**src/rtl/layered_color_mapper.sv**
```systemverilog
// Prioritised sprite-layer merge over a sky/ground background, two-stage pipeline to registered VGA RGB.
// Optional hit-flash mode is built only when LAYERED_COLOR_MAPPER_FLASH_EN is defined.
module layered_color_mapper #(
    parameter int          NUM_LAYERS   = 4,
    parameter logic [23:0] KEY_COLOR    = 24'hFF00FF,
    parameter logic [23:0] SKY_COLOR    = 24'h3FBFFF,
    parameter logic [23:0] GROUND_COLOR = 24'h7F4F1F,
    parameter logic [9:0]  GROUND_Y     = 10'd400,
    parameter int          FLASH_FRAMES = 4
) (
    input  logic                     Clk,
    input  logic                     Reset_n,
    input  logic                     pix_en,
    input  logic [9:0]               DrawX,
    input  logic [9:0]               DrawY,
    input  logic [NUM_LAYERS-1:0]    layer_hit,
    input  logic [24*NUM_LAYERS-1:0] layer_color,
    input  logic                     frame_start,
    input  logic                     flash_req,
    output logic [7:0]               VGA_R,
    output logic [7:0]               VGA_G,
    output logic [7:0]               VGA_B,
    output logic                     pix_valid,
    output logic                     flash_active
);

    logic        w_sel_opaque;
    logic [23:0] w_sel_color;
    logic [23:0] w_s2_rgb;
    logic        w_flash;

    logic        r_s1_opaque;
    logic [23:0] r_s1_color;
    logic        r_s1_ground;
    logic        r_v1;
    logic        r_valid;
    logic [23:0] r_rgb;

    // Walk from the lowest priority upward so the lowest qualifying index wins.
    always_comb begin
        w_sel_opaque = 1'b0;
        w_sel_color  = '0;
        for (int i = NUM_LAYERS - 1; i >= 0; i--) begin
            if (layer_hit[i] && (layer_color[24*i +: 24] != KEY_COLOR)) begin
                w_sel_opaque = 1'b1;
                w_sel_color  = layer_color[24*i +: 24];
            end
        end
    end

    always_comb begin
        w_s2_rgb = '0;
        if (w_flash) begin
            w_s2_rgb = r_s1_opaque ? 24'hFFFFFF : 24'h000000;
        end else if (r_s1_opaque) begin
            w_s2_rgb = r_s1_color;
        end else begin
            w_s2_rgb = r_s1_ground ? GROUND_COLOR : SKY_COLOR;
        end
    end

    always_ff @(posedge Clk or negedge Reset_n) begin
        if (!Reset_n) begin
            r_s1_opaque <= 1'b0;
            r_s1_color  <= '0;
            r_s1_ground <= 1'b0;
            r_v1        <= 1'b0;
            r_valid     <= 1'b0;
            r_rgb       <= '0;
        end else if (pix_en) begin
            r_s1_opaque <= w_sel_opaque;
            r_s1_color  <= w_sel_color;
            r_s1_ground <= (DrawY >= GROUND_Y);
            r_v1        <= 1'b1;
            r_valid     <= r_v1;
            r_rgb       <= w_s2_rgb;
        end
    end

`ifdef LAYERED_COLOR_MAPPER_FLASH_EN
    localparam int FW = $clog2(FLASH_FRAMES + 1);

    logic [FW-1:0] r_flash_cnt;

    // A request always reloads the full duration and takes precedence over a frame tick.
    always_ff @(posedge Clk or negedge Reset_n) begin
        if (!Reset_n) begin
            r_flash_cnt <= '0;
        end else if (flash_req) begin
            r_flash_cnt <= FW'(FLASH_FRAMES);
        end else if (frame_start && (r_flash_cnt != '0)) begin
            r_flash_cnt <= r_flash_cnt - 1'b1;
        end
    end

    assign w_flash = (r_flash_cnt != '0);

    logic w_unused;
    assign w_unused = ^DrawX;
`else
    assign w_flash = 1'b0;

    logic w_unused;
    assign w_unused = ^{DrawX, flash_req, frame_start};
`endif

    assign VGA_R        = r_rgb[23:16];
    assign VGA_G        = r_rgb[15:8];
    assign VGA_B        = r_rgb[7:0];
    assign pix_valid    = r_valid;
    assign flash_active = w_flash;

endmodule

```
**config.mk**
```make
export PLATFORM = sky130hd
export DESIGN_NAME = layered_color_mapper
export DESIGN_NICKNAME = d
export VERILOG_FILES = /design/src/rtl/layered_color_mapper.sv
export SDC_FILE = /design/constraint.sdc
export NUM_CORES = 1
export LEC_CHECK = 0
export BUFFER_PORTS_ARGS = -buffer_cell sky130_fd_sc_hd__buf_2
export CELL_PAD_IN_SITES_DETAIL_PLACEMENT = 1
export CELL_PAD_IN_SITES_GLOBAL_PLACEMENT = 1
export CORE_ASPECT_RATIO = 1.2
export CORE_MARGIN = 4
export CORE_UTILIZATION = 33
export CTS_BUF_LIST = sky130_fd_sc_hd__clkbuf_4
export DETAILED_ROUTE_END_ITERATION = 10
export MAX_ROUTING_LAYER = met4
export PLACE_DENSITY_LB_ADDON = 0.1
export SLEW_MARGIN = 5
export SYNTH_ARGS = -nofsm -noshare
export SYNTH_HDL_FRONTEND = slang
export SYNTH_SLANG_ARGS = --single-unit
```
**constraint.sdc**
```tcl
create_clock -name Clk -period 1.2 [get_ports Clk]
set_input_delay 0.06 -clock Clk [delete_from_list [all_inputs] [get_ports Clk]]
set_output_delay 0.06 -clock Clk [all_outputs]
set_load 0.005 [all_outputs]
```
==> results.cfg, run 1 <==
[worst_setup_path]
worstSetupEndpointType = flip-flop
required_ns = 1.45
crit_type = in2reg
path_cells = buf_6 -> or4b_1 -> or4_4 -> o21a_4 -> buf_12 -> buf_4 -> a21oi_1 -> a211o_1 -> a31oi_1
rrSetupSlack_ns = 0.09
path_max_fanout = 8
crit_arrival_ns = 2.00
cpPeakStageDelay_ns = 0.51
slowest_stage = or4b_1
start_kind = primary input

[floorplan]
die_y_um = 112
fp.dieArea_um2 = 10500
rows = 37
start_util_pct = 34.0
fp.coreArea_um2 = 8660
pin_count = 151
die_w_um = 94.3

[timing]
drv_slew = 0
hold_viol = 1
hold_slack_ns = -0.00601
tns_ns = -12.45
finalCriticalPeriod_ns = 1.75
timing.slew.headroom_pct = 66.3
fmax_mhz = 571
rsz0062_at_grt = yes
timing.final.ws_setup_ns = -0.553
setup_viol = 25
finalCritPeriodShare_pct = 146
finClkSkew_ns = 0.0130
tightest_slew_ns = 0.499

[pwr]
pwr-share-comb_pct = 32.7
power_switching_mw = 1.31
swShare_pct = 30.7
power_mw = 4.27
p_per_area_nw_per_um2 = 869
pwr-share-clk_pct = 18.7
power.internal_mw = 2.96
vdd_drop_max_mv = 0.344
p_seq_share_pct = 48.7
p_leak_nw = 2.25

[place]
hpwl_um = 9220
pre_cts_ws_ns = -1.09
io_buffers = 133
finalWeightedCongestion = 0.902
dp_cells = 644
place_area_um2 = 4440

[synthesis]
synth_area_per_cell_um2 = 9.12
synth_commonest_cells = dfrtp_1, nor2_1, a21oi_1
syn_nets = 448
ys_seq_elements = 52
yosysWarnings = 0
synthFlopType = dfrtp_1
synth_area_um2 = 2950
synth_edf_count = 0
synthTopCellsByArea = dfrtp_1, a21oi_1, a31oi_1
yosysTopAreaCellShare_pct = 44.2
synthMostInstantiatedCell = dfrtp_1
synth_cell_types = 51
syn_inst = 323
synthArstFlopShare_pct = 100
synth_area_leader_cell = dfrtp_1
yosysSeqAreaShare_pct = 44.2

[clock_tree]
cts_buffers = 5
clock_latency_ns = 0.37
cts.clk_slew.worst_paths_ns = 0.14
cts_tree = done
cts_htree_levels = 2
clkSinkCount = 52
cts-root-buf = clkbuf_4
cts_max_path_buffers = 2

[routing]
wl_per_cell_um = 18.1
antenna_left = 0
first_pass_iters = 4
totalWireLength_um = 12000
drt_iter0_markers = 214
via_per_inst = 5.18
drcViolationCount = 0
vias = 3448

[finish]
drive_gt1_share_pct = 53.7
n_antenna_cell = 0
fin_area_um2 = 4910
final_util_pct = 56.8
finalNetCount = 673
syn_to_final_growth_pct = 66.8
stdcell_count = 666

[global_routing]
grt_pass1_wl_um = 18400
antenna_found_initial = 0
first_global_vias = 3683
grtUsageTotal_pct = 22.8
overflow = 0
grt_max_degree = 67

[status]
outcome = finished with violations
violations = negative hold slack, negative setup slack

[job]
maxCapViolCount = 0

[hold_path]
hp-class = in2reg
## path summary, 6_finish.rpt
check	cells past startpoint	end	start
max in group asynchronous	3	r_rgb[6]	Reset_n
min in group asynchronous	2	r_rgb[3]	Reset_n
setup reg to reg	3	r_rgb[20]	r_s1_opaque
hold / removal	3	r_s1_ground	DrawY[8]
setup / recovery	9	r_s1_color[7]	layer_color[61]
hold reg to reg	1	r_v1	r_v1
## worst max-delay path: cells and delay by family
kind	cells	cell delay, ns
compound gates	4	0.59
buf+inv	3	0.37
simple gates	2	0.98
## power groups by stage
stage	Sequential (mW)	Clock, mW	Combinational, mW
2_1_floorplan	2.10	0	0.500
3_3_place_gp	2.10	0	1.21
3_5_place_dp	2.11	0	1.25
4_1_cts	2.08	0.816	1.34
5_1_grt	2.11	0.907	1.52
6_report	2.08	0.798	1.39
## kinds of logic (layout without fill, tap and decap cells)
| logic type | Yosys count | count (layout) | synth area share [%] |
|---|---|---|---|
| AOI/OAI and AO/OA | 117 | 120 | 28.4 |
| and+or+nand+nor | 104 | 105 | 19.3 |
| DFF | 52 | 52 | 44.2 |
| buffers and inverters | 48 | 270 | 7.64 |
| other | 1 | 1 | 0.127 |
| muxes | 1 | 1 | 0.382 |
## registers in the layout (all words and copies together) (netlist names)
register / cells
r_s1_opaque: 1
r_rgb: 24
r_v1: 1
r_s1_ground: 1
pix_valid: 1
r_s1_color: 24
## cells in the final DEF (no fill, tap or decap), types with 3 or more instances in the layout
master / instances
a221o_1: 3
or4_4: 3
a2bb2oi_2: 3
a32oi_2: 3
nand3_1: 4
nand4b_1: 3
clkbuf_4: 7
o211ai_1: 8
a31oi_1: 22
buf_4: 91
or2_0: 4
a221oi_2: 10
dlygate4sd3_1: 4
nor2b_1: 4
nand4_1: 11
nor2_1: 36
o21ai_4: 3
nor4b_1: 3
o22ai_1: 9
or3_1: 9
buf_6: 12
o22a_1: 4
o21a_4: 3
a22oi_2: 4
inv_1: 22
a21oi_1: 27
buf_12: 4
dfrtp_1: 52
buf_2: 128
nand2_1: 12
a211o_1: 4
## per-layer routing
layer	share of wire [%]	track usage [%]
met1	45	30.3
met2	49	36.6
met3	4.4	2.64
met4	1.6	6.26
met5	0	-
## area by class of cell
| class | count | area (um^2) |
|---|---|---|
| clock inverters | 1 | 3.75 |
| inverters | 22 | 82.6 |
| fillers | 1064 | 3740 |
| flip-flops and latches | 52 | 1300 |
| clock buffers | 7 | 52.6 |
| well taps | 117 | 146 |
| repair buffers | 240 | 1600 |
| multi-input cells | 227 | 1720 |
## what timing repair did
item	in CTS	in global routing
endpoints found under the setup margin	25	29
cloned	4	1
endpoints found under the hold margin	55	0
gates resized for setup	31	18
setup buffers	2	3
pin swaps	10	11
hold buffers	5	0
No activity file was read; power rests on OpenSTA's default activity.
==> run 2, diff against run 1 <==
--- a/config.mk
+++ b/config.mk
@@ -7,4 +7,5 @@
 export LEC_CHECK = 0
 export BUFFER_PORTS_ARGS = -buffer_cell sky130_fd_sc_hd__buf_2
+export CAP_MARGIN = 10
 export CELL_PAD_IN_SITES_DETAIL_PLACEMENT = 1
 export CELL_PAD_IN_SITES_GLOBAL_PLACEMENT = 1
==> constraint.sdc (replaced) <==
create_clock -name Clk -period 1.2 [get_ports Clk]
set_input_delay 0.12 -clock Clk [delete_from_list [all_inputs] [get_ports Clk]]
set_output_delay 0.12 -clock Clk [all_outputs]
set_load 0.005 [all_outputs]
==> run 2 against run 1 <==
The run ends with negative setup slack left; global-route usage grew 3.3 points; power grew 8.5%; core utilization grew 3.4 points; clock skew shrank 0.0037 ns; clock-buffer cell count shrank 2; critical path type unchanged; highest routed layer unchanged.
==> results.cfg, run 2 (synthesis results as in run 1) <==
[pwr]
vdd_drop_max_mv = 0.464
p_per_area_nw_per_um2 = 890
p_leak_nw = 2.36
power_mw = 4.63

[timing]
rsz0062_at_grt = yes
timing.final.ws_setup_ns = -0.698
finalCritPeriodShare_pct = 158
drv_slew = 0
tns_ns = -15.35
finClkSkew_ns = 0.00936
setup_viol = 25
hold_viol = 0
fmax_mhz = 527
finalCriticalPeriod_ns = 1.90

[finish]
syn_to_final_growth_pct = 76.6
finalNetCount = 683
reg_top3 = r_rgb: 24 flops, r_s1_color: 24 flops
layout_common_cells = buf_2, buf_4, dfrtp_1, nor2_1, a21oi_1
drive_gt1_share_pct = 56.4
n_antenna_cell = 0
final_common_cell = buf_2

[hold_path]
hp-class = in2reg

[routing]
totalWireLength_um = 13400
drt_iter0_markers = 228
drcViolationCount = 0
via_per_inst = 5.48
first_pass_iters = 4
antenna_left = 0
wl_per_cell_um = 19.8
vias = 3702

[worst_setup_path]
cpPeakStageDelay_ns = 0.52
worstSetupEndpointType = flip-flop
start_kind = primary input
path_max_fanout = 7
crit_type = in2reg
slowest_stage = or4b_4
crit_arrival_ns = 2.18
required_ns = 1.48
path_common_cell = buf_6
path_cells = buf_6 -> or4b_4 -> or4_4 -> buf_6 -> o21a_4 -> buf_8 -> a21oi_1 -> a211o_1 -> a31oi_1

[floorplan]
start_util_pct = 34.0
pin_count = 151
fp.dieArea_um2 = 10500
rows = 37
die_y_um = 112
fp.coreArea_um2 = 8660
die_w_um = 94.3

[job]
maxCapViolCount = 0

[global_routing]
first_global_vias = 4057
overflow = 0
grt_pass1_wl_um = 21000
grt_max_degree = 56
grtUsageTotal_pct = 26.1
antenna_found_initial = 0

[clock_tree]
cts-root-buf = clkbuf_4
cts.clk_slew.worst_paths_ns = 0.15
cts_max_path_buffers = 2
clock_latency_ns = 0.39
cts_tree = done
cts_htree_levels = 2
clkSinkCount = 52
cts_buffers = 5

[place]
finalWeightedCongestion = 0.881
hpwl_um = 9320
io_buffers = 133

[status]
outcome = finished with violations
violations = negative setup slack
==> run 2: critical path: cells and delay by family <==
| family | cells | cell delay, ns |
|---|---|---|
| compound gates | 4 | 0.66 |
| buf+inv | 3 | 0.40 |
| simple gates | 2 | 0.99 |
==> run 2: final timing paths <==
| kind | startpoint | end | slack (ns) | cells after the start |
|---|---|---|---|---|
| max | layer_color[61] | r_s1_color[7] | -0.70 | 9 |
| min | DrawY[8] | r_s1_ground | 0.03 | 3 |
| max reg2reg | r_s1_opaque | r_rgb[22] | 0.17 | 4 |
| min reg2reg | r_v1 | r_v1 | 0.49 | 1 |
| max in group asynchronous | Reset_n | r_s1_color[13] | 0.72 | 3 |
| min in group asynchronous | Reset_n | r_s1_color[17] | 0.24 | 3 |
==> run 2: layout make-up <==
type,instances,area (um^2)
Clock buffer,5,37.5
Clock inverter,3,42.5
Fill cell,1042,3450
Inverter,22,82.6
Multi-Input combinational cell,231,1920
Sequential cell,52,1300
Tap cell,117,146
Timing Repair Buffer,246,1680
==> run 2: power breakdown <==
| part | total, mW | switching, mW | internal (mW) |
|---|---|---|---|
| registers | 2.08 | 0.119 | 1.96 |
| logic | 1.53 | 0.748 | 0.782 |
| clock network | 1.02 | 0.585 | 0.436 |
==> run 2: layer usage <==
metal	vias to the layer above	global-route usage (%)	share of wire [%]	wire length [um]
li1	1709	-	-	-
met1	1818	33.6	42	5640
met2	149	41.7	50	6720
met3	26	3.99	5.1	686
met4	0	8.96	2.4	324
met5	-	-	0	0
==> run 2: stage by stage <==
stage / hold WS [ns] / utilization, % / instances / setup WS [ns] / cell area, um^2
finish: 0.0277 / 60.1 / 676 / -0.698 / 5200
global route: 0.00711 / 60.1 / 676 / -0.710 / 5200
CTS: 0.0200 / 57.9 / 674 / -0.611 / 5010
detailed placement: 0.137 / 51.6 / 647 / -1.21 / 4460
global placement: 0.135 / 51.6 / 647 / -1.22 / 4460
floorplan: -0.176 / - / 323 / -0.819 / 3010
==> run 2: timing repair <==
action	4_1_cts	5_1_grt
setup endpoints to repair	25	25
setup buffers	8	2
gates resized for setup	49	30
gates cloned	8	0
hold endpoints to repair	54	0
pin swaps	29	25
hold buffers	3	0
